**src/rtl/i2c_pkg.sv**
```systemverilog
// Shared types and constants for the I2C byte transmit path.
package i2c_pkg;

   typedef enum logic [1:0] {IDLE, SHIFT, ACK} tx_state_t;

   localparam int unsigned SYNC_STAGES = 2;

endpackage

```
**src/rtl/flex_pts_sr.sv**
```systemverilog
// Parallel-to-serial shift register; idles at all-ones so a released line reads high.
module flex_pts_sr #(
   parameter int unsigned NUM_BITS  = 8,
   parameter bit          SHIFT_MSB = 1'b1
) (
   input  logic                clk,
   input  logic                rst,
   input  logic                load_enable,
   input  logic                shift_enable,
   input  logic [NUM_BITS-1:0] parallel_in,
   output logic                serial_out
);

   logic [NUM_BITS-1:0] sr_q;

   always_ff @(posedge clk) begin
      if (rst) begin
         sr_q <= '1;
      end else if (load_enable) begin
         sr_q <= parallel_in;
      end else if (shift_enable) begin
         if (SHIFT_MSB) sr_q <= {sr_q[NUM_BITS-2:0], 1'b1};
         else           sr_q <= {1'b1, sr_q[NUM_BITS-1:1]};
      end
   end

   assign serial_out = SHIFT_MSB ? sr_q[NUM_BITS-1] : sr_q[0];

endmodule

```
**src/rtl/i2c_byte_tx.sv**
```systemverilog
// I2C byte transmitter: serializes a word onto open-drain SDA during SCL low phases,
// then releases SDA for the acknowledge slot and reports ACK/NACK.
module i2c_byte_tx
   import i2c_pkg::*;
#(
   parameter int unsigned NUM_BITS  = 8,
   parameter bit          SHIFT_MSB = 1'b1
) (
   input  logic                clk,
   input  logic                rst,
   input  logic                scl_in,
   input  logic                sda_in,
   input  logic                stop_det,
   input  logic [NUM_BITS-1:0] tx_data,
   input  logic                tx_valid,
   output logic                tx_ready,
   output logic                sda_drive_low,
   output logic                busy,
   output logic                ack_valid,
   output logic                ack_received
);

   localparam int unsigned         CNT_W    = $clog2(NUM_BITS) + 1;
   localparam logic [CNT_W-1:0]    LAST_BIT = CNT_W'(NUM_BITS - 1);

   // Index 0 = s1, SYNC_STAGES-1 = s2, SYNC_STAGES = history flop
   logic [SYNC_STAGES:0]   scl_sync_q;
   logic [SYNC_STAGES-1:0] sda_sync_q;

   always_ff @(posedge clk) begin
      if (rst) begin
         scl_sync_q <= '1;
         sda_sync_q <= '1;
      end else begin
         scl_sync_q <= {scl_sync_q[SYNC_STAGES-1:0], scl_in};
         sda_sync_q <= {sda_sync_q[SYNC_STAGES-2:0], sda_in};
      end
   end

   logic scl_s2, scl_s3, sda_s2;
   logic scl_rise, scl_fall;

   assign scl_s2   = scl_sync_q[SYNC_STAGES-1];
   assign scl_s3   = scl_sync_q[SYNC_STAGES];
   assign sda_s2   = sda_sync_q[SYNC_STAGES-1];
   assign scl_rise = scl_s2 & ~scl_s3;
   assign scl_fall = ~scl_s2 & scl_s3;

   tx_state_t        state_q;
   logic [CNT_W-1:0] bit_cnt_q;
   logic             accept, shift_en, sr_load, serial_bit;
   logic [NUM_BITS-1:0] sr_in;

   assign accept   = (state_q == IDLE) & tx_valid & ~stop_det;
   assign shift_en = (state_q == SHIFT) & scl_fall & (bit_cnt_q != LAST_BIT) & ~stop_det;
   // An abort reloads all-ones so the line stays released afterwards
   assign sr_load  = accept | stop_det;
   assign sr_in    = stop_det ? '1 : tx_data;

   flex_pts_sr #(
      .NUM_BITS  (NUM_BITS),
      .SHIFT_MSB (SHIFT_MSB)
   ) u_sr (
      .clk          (clk),
      .rst          (rst),
      .load_enable  (sr_load),
      .shift_enable (shift_en),
      .parallel_in  (sr_in),
      .serial_out   (serial_bit)
   );

   assign sda_drive_low = (state_q == SHIFT) & ~serial_bit;

   always_ff @(posedge clk) begin
      if (rst) begin
         state_q      <= IDLE;
         bit_cnt_q    <= '0;
         tx_ready     <= 1'b1;
         busy         <= 1'b0;
         ack_valid    <= 1'b0;
         ack_received <= 1'b0;
      end else begin
         ack_valid <= 1'b0;
         if (stop_det) begin
            state_q   <= IDLE;
            bit_cnt_q <= '0;
            tx_ready  <= 1'b1;
            busy      <= 1'b0;
         end else begin
            case (state_q)
               IDLE: begin
                  if (tx_valid) begin
                     state_q   <= SHIFT;
                     bit_cnt_q <= '0;
                     tx_ready  <= 1'b0;
                     busy      <= 1'b1;
                  end
               end
               SHIFT: begin
                  if (scl_fall) begin
                     if (bit_cnt_q == LAST_BIT) state_q   <= ACK;
                     else                       bit_cnt_q <= bit_cnt_q + CNT_W'(1);
                  end
               end
               ACK: begin
                  if (scl_rise) begin
                     ack_received <= ~sda_s2;
                  end else if (scl_fall) begin
                     ack_valid <= 1'b1;
                     state_q   <= IDLE;
                     tx_ready  <= 1'b1;
                     busy      <= 1'b0;
                  end
               end
               default: begin
                  state_q  <= IDLE;
                  tx_ready <= 1'b1;
                  busy     <= 1'b0;
               end
            endcase
         end
      end
   end

endmodule
```
**config.mk**
```make
export PLATFORM = sky130hd
export DESIGN_NAME = i2c_byte_tx
export DESIGN_NICKNAME = d
export VERILOG_FILES = /design/src/rtl/i2c_pkg.sv /design/src/rtl/flex_pts_sr.sv /design/src/rtl/i2c_byte_tx.sv
export SDC_FILE = /design/constraint.sdc
export NUM_CORES = 1
export LEC_CHECK = 0
export ABC_AREA = 1
export CORE_MARGIN = 3
export CORE_UTILIZATION = 55
export CTS_CLUSTER_DIAMETER = 200
export DETAILED_ROUTE_END_ITERATION = 7
export GPL_TIMING_DRIVEN = 0
export PLACE_DENSITY_LB_ADDON = 0.25
export SLEW_MARGIN = 20
export SYNTH_ARGS = -nofsm -noshare
export SYNTH_HDL_FRONTEND = slang
export SYNTH_SLANG_ARGS = --single-unit
```
**constraint.sdc**
```tcl
create_clock -name clk -period 3.9 [get_ports clk]
set_input_delay 0.78 -clock clk [delete_from_list [all_inputs] [get_ports clk]]
set_output_delay 0.78 -clock clk [all_outputs]
set_load 0.005 [all_outputs]
```
==> results of run 1 <==
## layer usage
metal,vias up,track usage,wire length (µm)
li1,566,-,-
met1,504,0.2380,1004
met2,20,0.3808,1345
met3,2,0.02579,85
met4,0,0.09170,14
met5,-,0,0
## registers in the layout, indices dropped and copies added (netlist names)
name	cells
ack_valid	1
u_sr.sr_q	8
sda_sync_q	2
scl_sync_q	3
bit_cnt_q	4
ack_received	1
state_q	2
busy	1
tx_ready	1
## layout by cell type (no fill, tap or decap), drive strengths merged, types with 2 or more instances in the layout
| cell | instances |
|---|---|
| inv | 14 |
| or2 | 11 |
| clkdlybuf4s50 | 18 |
| a21oi | 3 |
| nand3 | 32 |
| clkbuf | 4 |
| nor2 | 17 |
| buf | 2 |
| dfxtp | 23 |
| nand2 | 55 |
## final timing paths
path	endpoint	slack, ns	cells after the start
worst min-delay path	sda_sync_q[1]	0.42	1
worst max-delay path	sda_drive_low	1.57	3
worst min register to register	sda_sync_q[1]	0.42	1
worst max register to register	u_sr.sr_q[6]	2.42	8
## synthesized netlist by cell type (all sizes together)
cell type / n / area, µm²
clkinv: 1 / 3.750
nor2: 17 / 93.84
nand4: 1 / 6.260
nand3: 32 / 165.2
o21a: 1 / 7.510
buf: 2 / 16.26
a21oi: 3 / 18.77
dfxtp: 23 / 460.4
ha: 1 / 12.51
o21ai: 1 / 5.000
nand2: 55 / 244.0
nor4: 1 / 6.260
or2: 11 / 68.82
inv: 14 / 55.05
## power breakdown
part / switching, mW / internal (mW) / total (mW)
clock network: 0.0719 / 0.0399 / 0.112
registers: 0.00789 / 0.248 / 0.256
logic: 0.0488 / 0.0418 / 0.0906
total: 0.129 / 0.329 / 0.458
## layout make-up
| type | instances | area [µm²] |
|---|---|---|
| buffer | 2 | 16.27 |
| clock buffer | 4 | 26.28 |
| fill | 167 | 578.1 |
| inverter | 15 | 58.81 |
| multi-input combinational | 123 | 628.1 |
| sequential | 23 | 460.4 |
| tap | 27 | 33.78 |
| timing repair buffer | 18 | 180.2 |
## kinds of logic after synthesis
group                    count (synthesis)
AO/OA/AOI/OAI                            5
adder cells (fa/ha/maj)                  1
buffers and inverters                   17
flip-flops                              23
AND/OR/NAND/NOR                        117
## per-stage QoR
stage | setup slack, ns | hold WS, ns | std cells | instance area [µm²]
2_1_floorplan | 2.361 | 0.3895 | 163 | 1164
3_3_place_gp | 1.850 | 0.3910 | 208 | 1378
3_5_place_dp | 1.797 | 0.3932 | 208 | 1378
4_1_cts | 1.578 | 0.4235 | 212 | 1404
5_1_grt | 1.475 | 0.4526 | 212 | 1404
6_report | 1.575 | 0.4233 | 212 | 1404
==> impl_results.md, run 1 <==
- Post-Synth Simple-Gate Area: 0.5022
- Startpoint types: register
- DR vias: 1,092
- Largest family of logic cells by synthesized area: simple AND/OR/NAND/NOR gates
- Synth Instances: 163
- Port buffer count: 18
- Boundary pin count: 19
- Clock Root Buffer: clkbuf_4
- CP max-delay cell: clkdlybuf4s50_1
- Period utilization: 0.5962
- Final core occ: 0.7083
- Mapped Area: 1164 µm²
- Slew HR: 0.7979
- Mapped Nets: 178
- Drt first pass iters: 4
- Layout cells sized above 1: 0.2054
- Clk_lat worst skew: 0.31 ns
- Setup violators final: 0
- Die Span X: 52.00 µm
- Number of post-CTS setup repair buffers: 0
- Critical R2R Launch: bit_cnt_q[0]
- Max-cap violation count: 0
- Ant diodes: 0
- Critical path peak fanout: 5
- Total grt overflow: 0
- Count of hold-fix buffers inserted at cts: 0
- Routed WL per cell: 11.56 µm
- Initial Util: 0.5871
- Hpwl dp: 1.877 mm
- P&R area growth vs syn: 20.65%
- Peak supply drop: 0.2368 mV
- CTS buffer count: 3
- Status: completed
- Yosys Warn Count: 0
- Largest buffer count on any clock path: 2
- Synth Area in Adders: 0.01075
- CP Cell Sequence: nand2_1 -> nor2_1 -> clkdlybuf4s50_1
- DR vias/cell: 5.151
- # DRC: 0
- Critical Path Source: state_q[0]
- Antenna Violating Nets Remaining: 0
- DIE AREA: 2703 µm²
- Register area share after synthesis: 0.3957
- Clock-pin slew on the worst setup and hold paths: 0.13 ns
- First-pass GRT wire length: 4.298 mm
- Post-Synth XOR/XNOR Area: 0
- Htree depth: 1
- Mean Syn Cell Area: 7.139 µm²
- Final GP Congestion: 0.7716
- Hold Path Origin: sda_sync_q[0]
- P per Cell Area: 326.2 nW/µm²
- Worst min-delay path category: reg2reg
- Final nets: 201
- Netlist cell types: 23
- Worst Path Required: 3.12 ns
- Slew Viols, Final: 0
- Cell family with the largest share of critical-path delay: buffers and inverters
- Largest net degree at the start of global routing: 13
- Setup Skew: 0.01026 ns
- Slowest stage delay, CP: 0.51 ns
- CTS resizes: 0
- Proportion of synthesized area in mux cells: 0
- Endpoint type of the worst setup path: primary output
- Yosys reg bits: 23
- Die Y: 52.00 µm
- RSZ-0062 raised after global routing: false
- Static Leak: 0.6487 nW
- Initial antenna violation count: 0
- Max Clk Rate: 430.1 MHz
- Crit Path Class: reg2out
- Final setup TNS: 0 ns
- Fin crit period: 2.325 ns
- Initial DRC count: 21
- Core area: 1982 µm²
- Number of global-route vias before repair: 1,061
- Drt total wl: 2.450 mm
- Worst Max-Slew Pin Slew: 0.3013 ns
- GRT Overall Usage: 0.2083
- Fin. Hold Viols: 0
- Post-synthesis compound-gate area fraction: 0.02688
- CTS tree: yes
- Clock tree sinks: 23
- Row cnt: 16
- CP bufs+invs: 1
- Worst EP arrival: 1.55 ns
- Overall Power: 0.4579 mW
(Power assumes the default switching activity.)
==> run 2: changes to the inputs <==
CORE_UTILIZATION = 46   (was 55)
clock period = 2 ns   (was 3.9 ns; I/O delays follow)
==> run 2 against run 1 <==
Total power up 95%. Largest cell class unchanged. Hold slack better by 0.0062 ns. Sequential cell count unchanged. Critical endpoint unchanged. Non-clock buffer count unchanged. Combinational power up 93%. Cell area up 0.36%. Highest routed layer unchanged. Global-route usage down 5.6 points. Final cell count up 0.47%. Die area up 17%. Critical path type unchanged. Via count down 1.4%. Utilization down 9.5 points.
==> impl_results.md, run 2 (synthesized netlist as in run 1, its figures left out) <==
- Status: completed (unchanged)
- CP max-delay cell: clkdlybuf4s50_1 (unchanged)
- Crit Path Class: reg2out (unchanged)
- CTS tree: yes (unchanged)
- Port buffer count: 18 (unchanged)
- DR vias/cell: 5.056 (was 5.151)
- Slew Viols, Final: 0 (unchanged)
- Ant diodes: 0 (unchanged)
- Antenna Violating Nets Remaining: 0 (unchanged)
- Regs by FF count: u_sr.sr_q x8, bit_cnt_q x4, scl_sync_q x3 (unchanged)
- Most frequent cells in the layout: nand2_1, nand3_1, dfxtp_1 (unchanged)
- # DRC: 0 (unchanged)
- Hpwl dp: 1.705 mm (was 1.877 mm)
- Clock-pin slew on the worst setup and hold paths: 0.13 ns (about the same)
- Largest register FFs: 8 (unchanged)
- Routed WL per cell: 10.51 µm (was 11.56 µm)
- Static Leak: 0.6523 nW (was 0.6487 nW)
- First-pass GRT wire length: 3.933 mm (was 4.298 mm)
- RSZ-0062 raised after global routing: false (unchanged)
- Largest net degree at the start of global routing: 14 (was 13)
- Largest Register: u_sr.sr_q (unchanged)
- Fill cells: 211 (was 167)
- Die Span X: 56.30 µm (was 52.00 µm)
- Worst EP arrival: 1.48 ns (was 1.55 ns)
- Worst Max-Slew Pin Slew: 0.3027 ns (was 0.3013 ns)
- Post-placement cell area: 1379 µm² (was 1378 µm²)
- Metal2 WL: 1.058 mm (was 1.345 mm)
- Max-cap violation count: 0 (unchanged)
- Startpoint types: register (unchanged)
- Final setup TNS: 0 ns (unchanged)
- Initial antenna violation count: 0 (unchanged)
- Total grt overflow: 0 (unchanged)
- Fin crit period: 1.881 ns
- Peak supply drop: 0.5814 mV (was 0.2368 mV)
- Htree depth: 1 (unchanged)
- Setup Skew: 0.004198 ns (was 0.01026 ns)
- Uppermost routed layer: met4 (unchanged)
- GRT Overall Usage: 0.1522 (was 0.2083)
- Count of hold-fix buffers inserted at cts: 0 (unchanged)
- CTS buffer count: 3 (unchanged)
- Max Clk Rate: 531.6 MHz
- CP bufs+invs: 2 (was 1)
- P&R area growth vs syn: 21.08% (was 20.65%)
- Final nets: 201 (unchanged)
- CTS resizes: 0 (unchanged)
- Metal-1 WL: 1.008 mm (was 1.004 mm)
- DIE AREA: 3169 µm² (was 2703 µm²)
- Initial Util: 0.5065 (was 0.5871)
- Number of global-route vias before repair: 1,005 (was 1,061)
- P per Cell Area: 632.5 nW/µm² (was 326.2 nW/µm²)
- Clock tree sinks: 23 (unchanged)
- Most common cell after layout, fill and taps aside: nand2_1 (unchanged)
- Largest buffer count on any clock path: 2 (unchanged)
- Worst min-delay path category: reg2reg (unchanged)
- Fin. Hold Viols: 0 (unchanged)
- Met3 wire len: 143 µm (was 85 µm)
- Critical path peak fanout: 4 (was 5)
- CP Cell Sequence: inv_2 -> nand2_1 -> nor2_1 -> clkdlybuf4s50_1 (was nand2_1 -> nor2_1 -> clkdlybuf4s50_1)
- Setup violators final: 0 (unchanged)
- Slowest stage delay, CP: 0.51 ns (about the same)
- Final GP Congestion: 0.8117 (was 0.7716)
- Core area: 2297 µm² (was 1982 µm²)
- Drt total wl: 2.239 mm (was 2.450 mm)
- Worst Path Required: 1.60 ns (was 3.12 ns)
- Die Y: 56.30 µm (was 52.00 µm)
- Clock Root Buffer: clkbuf_4 (unchanged)
- Initial DRC count: 31 (was 21)
- Period utilization: 0.9405
- Number of post-CTS setup repair buffers: 0 (unchanged)
- Drt first pass iters: 4 (unchanged)
- Cell family with the largest share of critical-path delay: buffers and inverters (unchanged)
- Boundary pin count: 19 (unchanged)
- Row cnt: 17 (was 16)
- Clk_lat worst skew: 0.31 ns (about the same)
- DR vias: 1,077 (was 1,092)
- Endpoint type of the worst setup path: primary output (unchanged)
- Slew HR: 0.7969 (was 0.7979)
- Layout cells sized above 1: 0.2216 (was 0.2054)
- Final core occ: 0.6133 (was 0.7083)
- Final Cell Area: 1409 µm² (was 1404 µm²)
[run 2: final timing paths]
path | slack [ns] | start | to | cells past startpoint
max | 0.12 | state_q[1] | sda_drive_low | 4
min | 0.43 | sda_sync_q[0] | sda_sync_q[1] | 1
max reg2reg | 0.50 | bit_cnt_q[0] | u_sr.sr_q[6] | 8
min reg2reg | 0.43 | sda_sync_q[0] | sda_sync_q[1] | 1
[run 2: cell type report]
cell class / count / area, µm² / area share
Multi-Input combinational cell: 123 / 628.1 / 0.4458
Sequential cell: 23 / 462.9 / 0.3286
Timing Repair Buffer: 18 / 180.2 / 0.1279
Inverter: 15 / 58.81 / 0.04174
Tap cell: 28 / 35.03 / 0.02487
Clock buffer: 3 / 22.52 / 0.01599
Buffer: 2 / 16.27 / 0.01155
Clock inverter: 1 / 5.005 / 0.003552
[run 2: worst register-to-register path: stages, from the launching register on]
cell and delay (ns):
dfxtp_1 0.41, ha_1 0.20, nand2_1 0.10, nor2_1 0.26, nor2_2 0.08, nand2_4 0.12, nand2_4 0.10, nand2_1 0.07
nand3_1 0.06
[run 2: per-stage QoR]
stage / worst slack (ns) / total power, mW / hold slack (ns) / cells
after floorplan: 0.7136 / 0.6250 / 0.3895 / 163
after CTS: 0.02644 / 0.9015 / 0.4333 / 213
after global placement: 0.3260 / 0.6781 / 0.3920 / 209
after detailed placement: 0.2920 / 0.6818 / 0.3981 / 209
after global routing: 0.03104 / 0.9496 / 0.4525 / 213
final: 0.1189 / 0.8912 / 0.4296 / 213
[run 2: layer usage]
metal,GRT usage,vias up
met5,0,-
met4,0.06441,0
met3,0.04138,4
met2,0.2638,31
met1,0.1743,478
li1,-,564
[run 2: where the power goes]
part,switching (mW),internal (mW)
clock,0.144,0.0748
combinational,0.0931,0.0815
sequential,0.0145,0.483
total,0.251,0.640
==> run 3: changes to the inputs <==
CORE_UTILIZATION = 25   (was 46)
GPL_TIMING_DRIVEN = not set   (was 0)
==> run 3 against run 2 <==
Sequential power hardly changed. Via count fell by 5.4%. Final cell count increased by 11%. Maximum frequency is 0.75% higher. Highest routed layer unchanged. Cell area up 3.3%. Combinational power barely moved. Total power increased by 8.9%. Sequential cell count is the same. First-iteration DRC count increased by 58%. Critical path depth is the same. Setup slack better by 0.014 ns.
==> impl_results.md, run 3 (synthesized netlist as in run 1, its figures left out) <==
- Overall Power: 0.9701 mW (was 0.8912 mW)
- Ant diodes: 0 (unchanged)
- First-pass GRT wire length: 4.443 mm (was 3.933 mm)
- DR vias/cell: 4.300 (was 5.056)
- Worst EP arrival: 1.47 ns (was 1.48 ns)
- Clock Root Buffer: clkbuf_8 (was clkbuf_4)
- Endpoint type of the worst setup path: primary output (unchanged)
- Setup violators final: 0 (unchanged)
- P&R area growth vs syn: 25.05% (was 21.08%)
- Static Leak: 0.6591 nW (was 0.6523 nW)
- CTS tree: yes (unchanged)
- Largest net degree at the start of global routing: 14 (unchanged)
- Largest buffer count on any clock path: 2 (unchanged)
- Crit Path Class: reg2out (unchanged)
- Htree depth: 1 (unchanged)
- Die Span X: 74.23 µm (was 56.30 µm)
- Die Y: 74.23 µm (was 56.30 µm)
- Initial antenna violation count: 0 (unchanged)
- Slew HR: 0.7261 (was 0.7969)
- Number of global-route vias before repair: 988 (was 1,005)
- Storage cell area: 461.7 µm² (was 462.9 µm²)
- Number of post-CTS setup repair buffers: 0 (unchanged)
- Row cnt: 24 (was 17)
- Most frequent cells in the layout: nand2_1, nand3_1, dfxtp_1 (unchanged)
- Final GP Congestion: 0.7898 (was 0.8117)
- Initial DRC count: 49 (was 31)
- Fill cells: 473 (was 211)
- Peak supply drop: 0.3473 mV (was 0.5814 mV)
- Drt first pass iters: 4 (unchanged)
- Drt total wl: 2.427 mm (was 2.239 mm)
- Worst min-delay path category: reg2reg (unchanged)
- Final core occ: 0.3296 (was 0.6133)
- Clock-pin slew on the worst setup and hold paths: 0.08 ns (was 0.13 ns)
- Setup Skew: 0.0009409 ns (was 0.004198 ns)
- Hpwl dp: 1.815 mm (was 1.705 mm)
- Fin. Hold Viols: 0 (unchanged)
- DIE AREA: 5509 µm² (was 3169 µm²)
- # DRC: 0 (unchanged)
- Total grt overflow: 0 (unchanged)
- GRT Overall Usage: 0.1020 (was 0.1522)
- Regs by FF count: u_sr.sr_q x8, bit_cnt_q x4, scl_sync_q x3 (unchanged)
- Post-Place Worst Slack: 0.1491 ns (was 0.2920 ns)
- DR vias: 1,019 (was 1,077)
- Largest register FFs: 8 (unchanged)
- Clk_lat worst skew: 0.27 ns (was 0.31 ns)
- Largest Register: u_sr.sr_q (unchanged)
- Initial Util: 0.2636 (was 0.5065)
- Slowest stage delay, CP: 0.50 ns (was 0.51 ns)
- Startpoint types: register (unchanged)
- Worst Path Required: 1.60 ns (about the same)
- CP max-delay cell: clkdlybuf4s50_1 (unchanged)
- Critical path peak fanout: 4 (unchanged)
- Antenna Violating Nets Remaining: 0 (unchanged)
- CTS buffer count: 3 (unchanged)
- Status: completed (unchanged)
- Boundary pin count: 19 (unchanged)
- CP Cell Sequence: inv_2 -> nand2_1 -> nor2_1 -> clkdlybuf4s50_1 (unchanged)
- Clock tree sinks: 23 (unchanged)
- Multi-input gate area: 628.1 µm² (unchanged)
- Core area: 4414 µm² (was 2297 µm²)
- Max-cap violation count: 0 (unchanged)
- RSZ-0062 raised after global routing: false (unchanged)
- Final nets: 201 (unchanged)
- Max Clk Rate: 535.6 MHz (was 531.6 MHz)
- Fin crit period: 1.867 ns (was 1.881 ns)
- Worst Max-Slew Pin Slew: 0.4096 ns (was 0.3027 ns)
- Slew Viols, Final: 0 (unchanged)
- Most common cell after layout, fill and taps aside: nand2_1 (unchanged)
- Port buffer count: 18 (unchanged)
- Final worst-path setup slack: 0.1328 ns (was 0.1189 ns)
- Routed WL per cell: 10.24 µm (was 10.51 µm)
- P per Cell Area: 666.7 nW/µm² (was 632.5 nW/µm²)
- Period utilization: 0.9336 (was 0.9405)
- Layout cells sized above 1: 0.2162 (was 0.2216)
- Final setup TNS: 0 ns (unchanged)
==> run 3: worst paths after layout <==
path | start | to | slack, ns | depth (start not counted)
setup / recovery | state_q[1] | sda_drive_low | 0.13 | 4
hold / removal | scl_sync_q[0] | scl_sync_q[1] | 0.42 | 1
setup reg to reg | bit_cnt_q[0] | u_sr.sr_q[0] | 0.54 | 8
hold reg to reg | scl_sync_q[0] | scl_sync_q[1] | 0.42 | 1
==> run 3: layer usage <==
metal  up-vias  wire [µm]  global-route usage
met1       437       1255              0.1355
met4         0         20             0.02372
li1        562          -                   -
met5         -          0                   0
met2        16       1050              0.1624
met3         4        101             0.03243
==> run 3: power breakdown <==
group | switching [mW] | total, mW | leakage [nW] | internal (mW)
Combinational | 0.0936 | 0.174 | 0.444 | 0.0807
Sequential | 0.0148 | 0.498 | 0.189 | 0.483
Clock | 0.159 | 0.298 | 0.0255 | 0.139
==> run 3: repair_timing <==
item | CTS | global route
hold buffers | 0 | 0
gates resized for setup | 0 | 1
setup endpoints to repair | 0 | 1
==> run 3: through the flow <==
| step | instances | area, µm² | hold WS, ns |
|---|---|---|---|
| after detailed placement | 233 | 1408 | 0.3981 |
| final | 237 | 1455 | 0.4156 |
| after global placement | 233 | 1408 | 0.3941 |
| after CTS | 237 | 1454 | 0.4202 |
| after global routing | 237 | 1455 | 0.4313 |
| after floorplan | 163 | 1164 | 0.3895 |
==> run 3: critical path: cells and delay by family, from the launching register on <==
family | cells | cell delay (ns)
buf+inv | 2 | 0.61
flops | 1 | 0.37
simple gates | 2 | 0.22
==> run 3: final cells by class <==
class,count,area share
clock buffers,3,0.02837
clock inverters,1,0.003439
inverters,15,0.04041
multi-input cells,123,0.4316
flip-flops and latches,23,0.3173
well taps,52,0.04471
repair buffers,20,0.1341
